===== src/rtl/br_resolve_queue.sv =====
// Resolved-branch queue: buffers up to two branch results per cycle and issues one per cycle
// to the mask controller, squashing dependents of a mispredicted branch as it issues.
`ifndef BR_MASK_W
`define BR_MASK_W 5
`endif
`ifndef BR_STATE_W
`define BR_STATE_W 2
`endif
`ifndef BR_NONE
`define BR_NONE 2'd0
`endif
`ifndef BR_PR_CORRECT
`define BR_PR_CORRECT 2'd1
`endif
`ifndef BR_PR_WRONG
`define BR_PR_WRONG 2'd2
`endif

module br_resolve_queue #(
    parameter int BR_MASK_W = `BR_MASK_W,
    parameter int QD        = 4
) (
    input  logic                     clk,
    input  logic                     rst,
    input  logic [1:0]               ex_br_valid_i,
    input  logic [1:0]               ex_br_wrong_i,
    input  logic [2*BR_MASK_W-1:0]   ex_br_mask_i,
    output logic                     ex_ready_o,
    output logic [`BR_STATE_W-1:0]   br_state_o,
    output logic [BR_MASK_W-1:0]     br_dep_mask_o,
    output logic                     br_recover_o,
    output logic [$clog2(QD):0]      count_o
);
    localparam int PTR_W = $clog2(QD);
    localparam int CNT_W = PTR_W + 1;

    logic [QD-1:0]        q_valid;
    logic [QD-1:0]        q_wrong;
    logic [BR_MASK_W-1:0] q_mask [QD];
    logic [PTR_W-1:0]     head;
    logic [CNT_W-1:0]     count;

    logic                 head_valid;
    logic                 head_wrong;
    logic [BR_MASK_W-1:0] head_mask;
    logic [BR_MASK_W-1:0] squash_w;
    logic [BR_MASK_W-1:0] m0;
    logic [BR_MASK_W-1:0] m1;
    logic [BR_MASK_W-1:0] own0;
    logic                 take0;
    logic                 take1;
    logic [PTR_W-1:0]     head_next;
    logic [PTR_W-1:0]     idx;
    logic [PTR_W-1:0]     widx;
    logic [CNT_W-1:0]     n_keep;
    logic [QD-1:0]        nx_valid;
    logic [QD-1:0]        nx_wrong;
    logic [BR_MASK_W-1:0] nx_mask [QD];

    assign head_valid = q_valid[head];
    assign head_wrong = q_wrong[head];
    assign head_mask  = q_mask[head];

    // Own branch bit is the lowest zero of the mask: ~m & (m + 1) isolates it.
    assign squash_w = (head_valid && head_wrong) ? (~head_mask & (head_mask + BR_MASK_W'(1))) : '0;

    assign m0   = ex_br_mask_i[0 +: BR_MASK_W];
    assign m1   = ex_br_mask_i[BR_MASK_W +: BR_MASK_W];
    assign own0 = ~m0 & (m0 + BR_MASK_W'(1));

    assign ex_ready_o = (CNT_W'(QD) - count) >= CNT_W'(2);

    assign take0 = ex_ready_o && ex_br_valid_i[0] && ((m0 & squash_w) == '0);
    assign take1 = ex_ready_o && ex_br_valid_i[1] && ((m1 & squash_w) == '0) &&
                   !(ex_br_valid_i[0] && ex_br_wrong_i[0] && ((m1 & own0) != '0));

    assign head_next = head + PTR_W'(head_valid);

    // Rebuild the whole ring each cycle: survivors behind the popped head, then new arrivals,
    // packed contiguously from the next head position.
    always_comb begin
        // NOTE: every output of this block gets a default first so no latch can be inferred;
        // n_keep and widx are running values, hence blocking assignments.
        nx_valid = '0;
        nx_wrong = '0;
        for (int j = 0; j < QD; j++) nx_mask[j] = '0;
        n_keep = '0;
        idx    = '0;
        widx   = '0;
        for (int k = 1; k < QD; k++) begin
            idx = head + PTR_W'(k);
            if (q_valid[idx] && ((q_mask[idx] & squash_w) == '0)) begin
                widx           = head_next + n_keep[PTR_W-1:0];
                nx_valid[widx] = 1'b1;
                nx_wrong[widx] = q_wrong[idx];
                nx_mask[widx]  = q_mask[idx];
                n_keep         = n_keep + CNT_W'(1);
            end
        end
        if (take0) begin
            widx           = head_next + n_keep[PTR_W-1:0];
            nx_valid[widx] = 1'b1;
            nx_wrong[widx] = ex_br_wrong_i[0];
            nx_mask[widx]  = m0;
            n_keep         = n_keep + CNT_W'(1);
        end
        if (take1) begin
            widx           = head_next + n_keep[PTR_W-1:0];
            nx_valid[widx] = 1'b1;
            nx_wrong[widx] = ex_br_wrong_i[1];
            nx_mask[widx]  = m1;
            n_keep         = n_keep + CNT_W'(1);
        end
    end

    // NOTE: only valid bits and pointers are reset; the payload of an invalid slot is never observed.
    always_ff @(posedge clk) begin
        if (rst) begin
            q_valid <= '0;
            head    <= '0;
            count   <= '0;
        end else begin
            q_valid <= nx_valid;
            head    <= head_next;
            count   <= n_keep;
        end
    end

    always_ff @(posedge clk) begin
        q_wrong <= nx_wrong;
        for (int j = 0; j < QD; j++) q_mask[j] <= nx_mask[j];
    end

    assign br_state_o    = !head_valid ? `BR_NONE : (head_wrong ? `BR_PR_WRONG : `BR_PR_CORRECT);
    assign br_dep_mask_o = head_valid ? head_mask : '0;
    assign br_recover_o  = head_valid && head_wrong;
    assign count_o       = count;

endmodule


===== config.mk =====
export PLATFORM = sky130hd
export DESIGN_NAME = br_resolve_queue
export DESIGN_NICKNAME = d
export VERILOG_FILES = /design/src/rtl/br_resolve_queue.sv
export SDC_FILE = /design/constraint.sdc
export NUM_CORES = 1
export LEC_CHECK = 0
export CAP_MARGIN = 5
export CORE_MARGIN = 2
export CORE_UTILIZATION = 60
export CTS_BUF_LIST = sky130_fd_sc_hd__clkbuf_2
export DETAILED_ROUTE_END_ITERATION = 16
export PLACE_DENSITY_LB_ADDON = 0.25
export SYNTH_ARGS = -nofsm -noshare
export SYNTH_HDL_FRONTEND = slang
export SYNTH_SLANG_ARGS = --single-unit

===== constraint.sdc =====
create_clock -name clk -period 5.74 [get_ports clk]
set_clock_uncertainty 0.1 [all_clocks]
set_input_delay 0.861 -clock clk [delete_from_list [all_inputs] [get_ports clk]]
set_output_delay 0.861 -clock clk [all_outputs]
set_load 0.02 [all_outputs]

### Word level (Yosys, flattened, before mapping)

Memories as Yosys holds them, arrays and structs flattened. A register that Yosys moved wholly into a read port is not among the register bits.
Index checks and enable logic that the tools add are counted.

* add/subtract/negate cells: 15
* multiplexer cells: 69
* reductions and logical operators: 28
* bitwise gates (word level): 21
* magnitude comparators: 25

Operators with widths (number)
* $mux 20: 5
* $bwmux 20: 4
* $demux 5 s2: 5
* $and 5x5->5: 8
* $mux 4: 10
* $mux 5: 7
* $lt 2x3->1 const B: 9
* $logic_not 5->1: 5
* $logic_and 1x1->1: 21
* $and 20x20->20: 1
* $bmux 1 s2: 8
* $bwmux 4: 4
* $or 4x4->4: 4
* $ge 3x3->1 const B: 5
* $lt 3x1->1 const B: 5
* $not 2->3: 5
* $mux 1: 14
* $add 3x1->3 const B: 4
* $mux 3: 4
* $add 5x1->5 const B: 2
* $demux 1 s2: 5
* $ge 2x1->1 const B: 5
* $not 5->5: 2
* $add 2x2->2: 4
* 9 further kinds: 12

* output and inout port bits: 12
* memories kept: 1
* word-level logic and storage cells: 163
* input bits: 16
* register bits after elaboration: 13
* memory bits (writable): 20

Memories
* q_mask: words 4, width 5, rd ports 4, clocked after Yosys merged registers in 1, write ports 4, RTL line 39 `logic [BR_MASK_W-1:0] q_mask [QD];`

### Logic depth before layout (Yosys ltp)

* depth in word-level cells: 22
* gate-level depth with buffers: 21
* gate-level depth less buffers: 16

### Worst setup path before layout

OpenSTA, ideal clock, no wires.

* path type: register -> register
* from: register head[0]
* to: memory q_mask[3][1] (netlist name)
* library setup time: 121 ps
* path slack: 1229 ps
* data required time: 5519 ps
* buffers on the path: 2
* stages on the path, launching flop included: 17
* data arrival time: 4290 ps
* period minus slack after synthesis: 4511 ps
* cell sequence: dfxtp_1 -> buf_2 -> buf_4 -> mux4_2 -> nor2b_1 -> a221o_1 -> a211oi_2 -> inv_1 -> ha_1 -> ha_1 -> xnor2_1 -> xnor2_1 -> nand3_1 -> o221a_2 -> a222oi_1 -> mux2i_1 -> mux2_2

RTL lines
* from (decl): RTL line 40 `logic [PTR_W-1:0] head;`
* from (signal assigned): RTL line 124 `head <= head_next;`
* to (decl): RTL line 39

==> flow_metrics.py <==
metrics = {
    "run_status": {
        "status": "completed",
    },
    "job": {
        "drv_cap": 0,
    },
    "drt": {
        "viasPerCell": 7.39,
        "post_drt_wl_per_cell_um": 23.9,
        "post-route-drc-count": 0,
        "antenna_left": 0,
        "drt_iter0_drc": 694,
        "num_vias": 3261,
        "first_pass_iters": 8,
        "drt_wl_total_um": 10500,
    },
    "cells_and_area": {
        "regArea_um2": 662,
        "drive_above_1_share_pct": 22.1,
        "fill_cells": 479,
        "multi_input_area_um2": 2750,
        "area_growth_pct": 10.4,
        "diodes": 0,
        "final_nets": 394,
    },
    "sta": {
        "whs_ns": 0.795,
        "min_period_ns": 5.41,
        "final.setup.tns_ns": 0,
        "tightest_slew_ns": 0.959,
        "rsz0062_at_grt": "no",
        "setup_viol": 0,
        "hold_viol": 0,
        "max_slew_margin_pct": 35.6,
        "post-route-period-util_pct": 94.3,
        "slew_violations": 0,
        "max_freq_mhz": 185,
    },
    "clocking": {
        "cts_sinks": 33,
        "postCtsSetupBuffers": 0,
        "cts-root-buf": "clkbuf_2",
        "numCtsBuffers": 5,
        "clock_latency_ns": 0.41,
        "cts_hold_repair.buffers": 0,
        "htree_levels": 2,
        "clk_pin_slew_ns": 0.16,
        "cts_tree": "built",
        "clockBufferDepth": 2,
        "cts_resized": 0,
    },
    "yosys": {
        "seq_area_frac_synth_pct": 18.4,
        "yosysTopAreaCell": "dfxtp_1",
        "syn_nets": 367,
        "synth_edf_count": 0,
        "synth_seq_cells": 33,
        "syn_inst": 340,
        "synth.area.top_cells": "dfxtp_1 18%, mux4_2 12%, mux2i_1 11%",
        "syn_area_per_cell_um2": 10.5,
        "syn-cell-area_um2": 3580,
        "synth_top_area_share_pct": 18.4,
        "synth_ff_type": "dfxtp_1",
        "ys_types": 67,
        "synthArstFlopShare_pct": 0,
        "yosys_warnings": 0,
    },
    "worst_setup_path": {
        "crit_path_max_fanout": 14,
        "r2r_setup_slack_ns": 0.33,
        "path_cells": "buf_4 -> mux4_2 -> and4b_1 -> a221oi_1 -> o31a_1 -> inv_1 -> ha_1 -> ha_1 -> xnor2_1 -> xnor2_1 -> nor4_4 -> nor3_1 -> a222oi_1 -> mux2_2 -> mux2i_1",
        "critPathBufInv": 2,
        "endpoint_kind": "flop",
        "cpLargestDelayFamily": "simple AND/OR/NAND/NOR gates",
        "required_ns": 5.98,
        "startpoint_type": "flop",
        "crit_slowest_cell": "nor3_1",
        "critical-path-max-stage-delay_ns": 0.72,
        "worstPathArrival_ns": 5.66,
        "critical_path_class": "flop to flop",
    },
    "die": {
        "placementRows": 28,
        "die_w_um": 81.3,
        "die_h_um": 81.3,
        "core_area_um2": 5850,
        "start_util_pct": 61.2,
        "die-area_um2": 6600,
        "io_pins": 28,
    },
    "global_routing": {
        "grt_usage_pct": 33.3,
        "grt_use_met1_pct": 45.2,
        "grt_max_degree": 31,
        "grt_pass1_vias": 3070,
        "gr-usage-met2_pct": 51.3,
        "met3_usage_pct": 7.44,
        "grt_pass1_wl_um": 16400,
        "grt_overflow_total": 0,
        "top_usage_layer": "met2",
        "antenna_found_initial": 0,
    },
    "placed_design": {
        "io_buffers": 27,
        "place_hpwl_um": 7700,
        "routabilityCongestion": 0.993,
    },
    "pwr": {
        "p_per_area_nw_per_um2": 610,
        "leakage_nw": 1.43,
        "ir_worst_vdd_v": 0.000624,
    },
    "worst_hold_path": {
        "hp-class": "flop to flop",
    },
}
-- worst paths after layout --
check	end	cells past startpoint	from
worst max-delay path	q_mask[0][0]	15	head[1]
worst min-delay path	head[1]	2	head[1]
worst min register to register	head[1]	2	head[1]
worst max register to register	q_mask[0][0]	15	head[1]
-- placed cells by master, fill, tap and decap left out, types with 3 or more instances in the layout --
cell type and count:
mux4_2 19, nor3_1 7, o211ai_1 3, mux2i_1 40, nor2_1 18, a21oi_1 4
nand4_1 4, nand3_1 5, a221oi_1 3, nand2_2 4, xnor2_1 12, dfxtp_1 32
a222oi_1 24, clkbuf_2 5, and2_1 6, clkdlybuf4s50_1 27, inv_1 19, ha_1 11
mux2_1 8, buf_4 5, nand2_1 9, mux2i_4 4, xor2_1 3, nand2b_1 3
o21ai_0 5, and3_1 4, nor4_4 3, nor2b_1 4, nand3b_1 5, nor3_2 3
mux2_2 19, or3b_1 3, a31oi_1 3
-- power by group --
| part | internal (mW) | leakage [nW] | switching [mW] | total [mW] |
|---|---|---|---|---|
| Clock | 0.0247 | 0.0247 | 0.0799 | 0.105 |
| Combinational | 0.782 | 1.14 | 1.11 | 1.89 |
| Sequential | 0.323 | 0.270 | 0.0921 | 0.415 |
-- per-stage QoR --
step / power, mW / std cells / setup slack [ns] / utilization, % / instance area [µm²]
after CTS: 2.37 / 441 / 0.437 / 67.6 / 3950
after global routing: 2.54 / 441 / 0.0260 / 67.6 / 3950
final: 2.41 / 441 / 0.327 / 67.6 / 3950
after floorplan: 1.81 / 340 / 1.23 / - / 3580
after detailed placement: 2.25 / 435 / 0.479 / 67.1 / 3920
after global placement: 2.21 / 435 / 0.674 / 67.1 / 3920
-- registers in the layout, indices dropped and copies added, names as in the netlist --
signal,cells
count_o,3
head,2
q_mask,20
q_valid,4
q_wrong,4
-- kinds of logic (layout without fill, tap and decap cells) --
family | count (synthesis) | count (layout) | synth area share [%]
AOI/OAI and AO/OA | 63 | 63 | 16.6
xor gates and xnor gates | 17 | 17 | 4.58
adders and majority gates | 11 | 11 | 3.84
buffers and inverters | 34 | 60 | 4.89
DFF | 33 | 33 | 18.4
muxes | 91 | 91 | 34.9
and+or+nand+nor | 91 | 91 | 16.8
-- per-layer routing --
layer  vias to the layer above  part of all wire (%)
li1                       1419                     -
met1                      1533                    39
met2                       260                    44
met3                        49                    12
met4                         0                   4.6
met5                         -                     0
-- cell usage after synthesis, drive strengths merged, types with 2 or more instances --
cell / instances
nor2: 19
nand3: 5
mux2: 27
a222oi: 24
xnor2: 13
inv: 19
mux2i: 44
mux4: 20
or3: 2
a221oi: 3
nand2: 13
nand2b: 3
a21oi: 6
and2: 6
o221a: 2
dfxtp: 33
or3b: 3
a2111oi: 2
ha: 11
o211a: 2
and3: 5
a211oi: 3
and3b: 2
o211ai: 3
nor3: 10
xor2: 4
a31oi: 3
nor3b: 3
nor4: 4
nand4: 4
nor2b: 4
nand3b: 5
a221o: 2
buf: 12
clkbuf: 2
o21ai: 5
-- worst reg2reg max path: cells and delay by family (launching register included) --
family | cells | cell delay [ns]
buf+inv | 2 | 0.38
flops | 1 | 0.62
xor+xnor | 2 | 0.71
mux | 3 | 1.02
fa+ha+maj | 2 | 0.55
compound gates | 3 | 0.87
simple gates | 3 | 1.11
-- final cells by class --
class | count | share of cell area (%)
tap | 75 | 2.37
clock inverter | 1 | 0.127
multi-input combinational | 273 | 69.4
clock buffer | 5 | 0.633
timing repair buffer | 34 | 8.80
inverter | 20 | 1.90
sequential | 33 | 16.7
No activity file was read; power rests on OpenSTA's default activity.
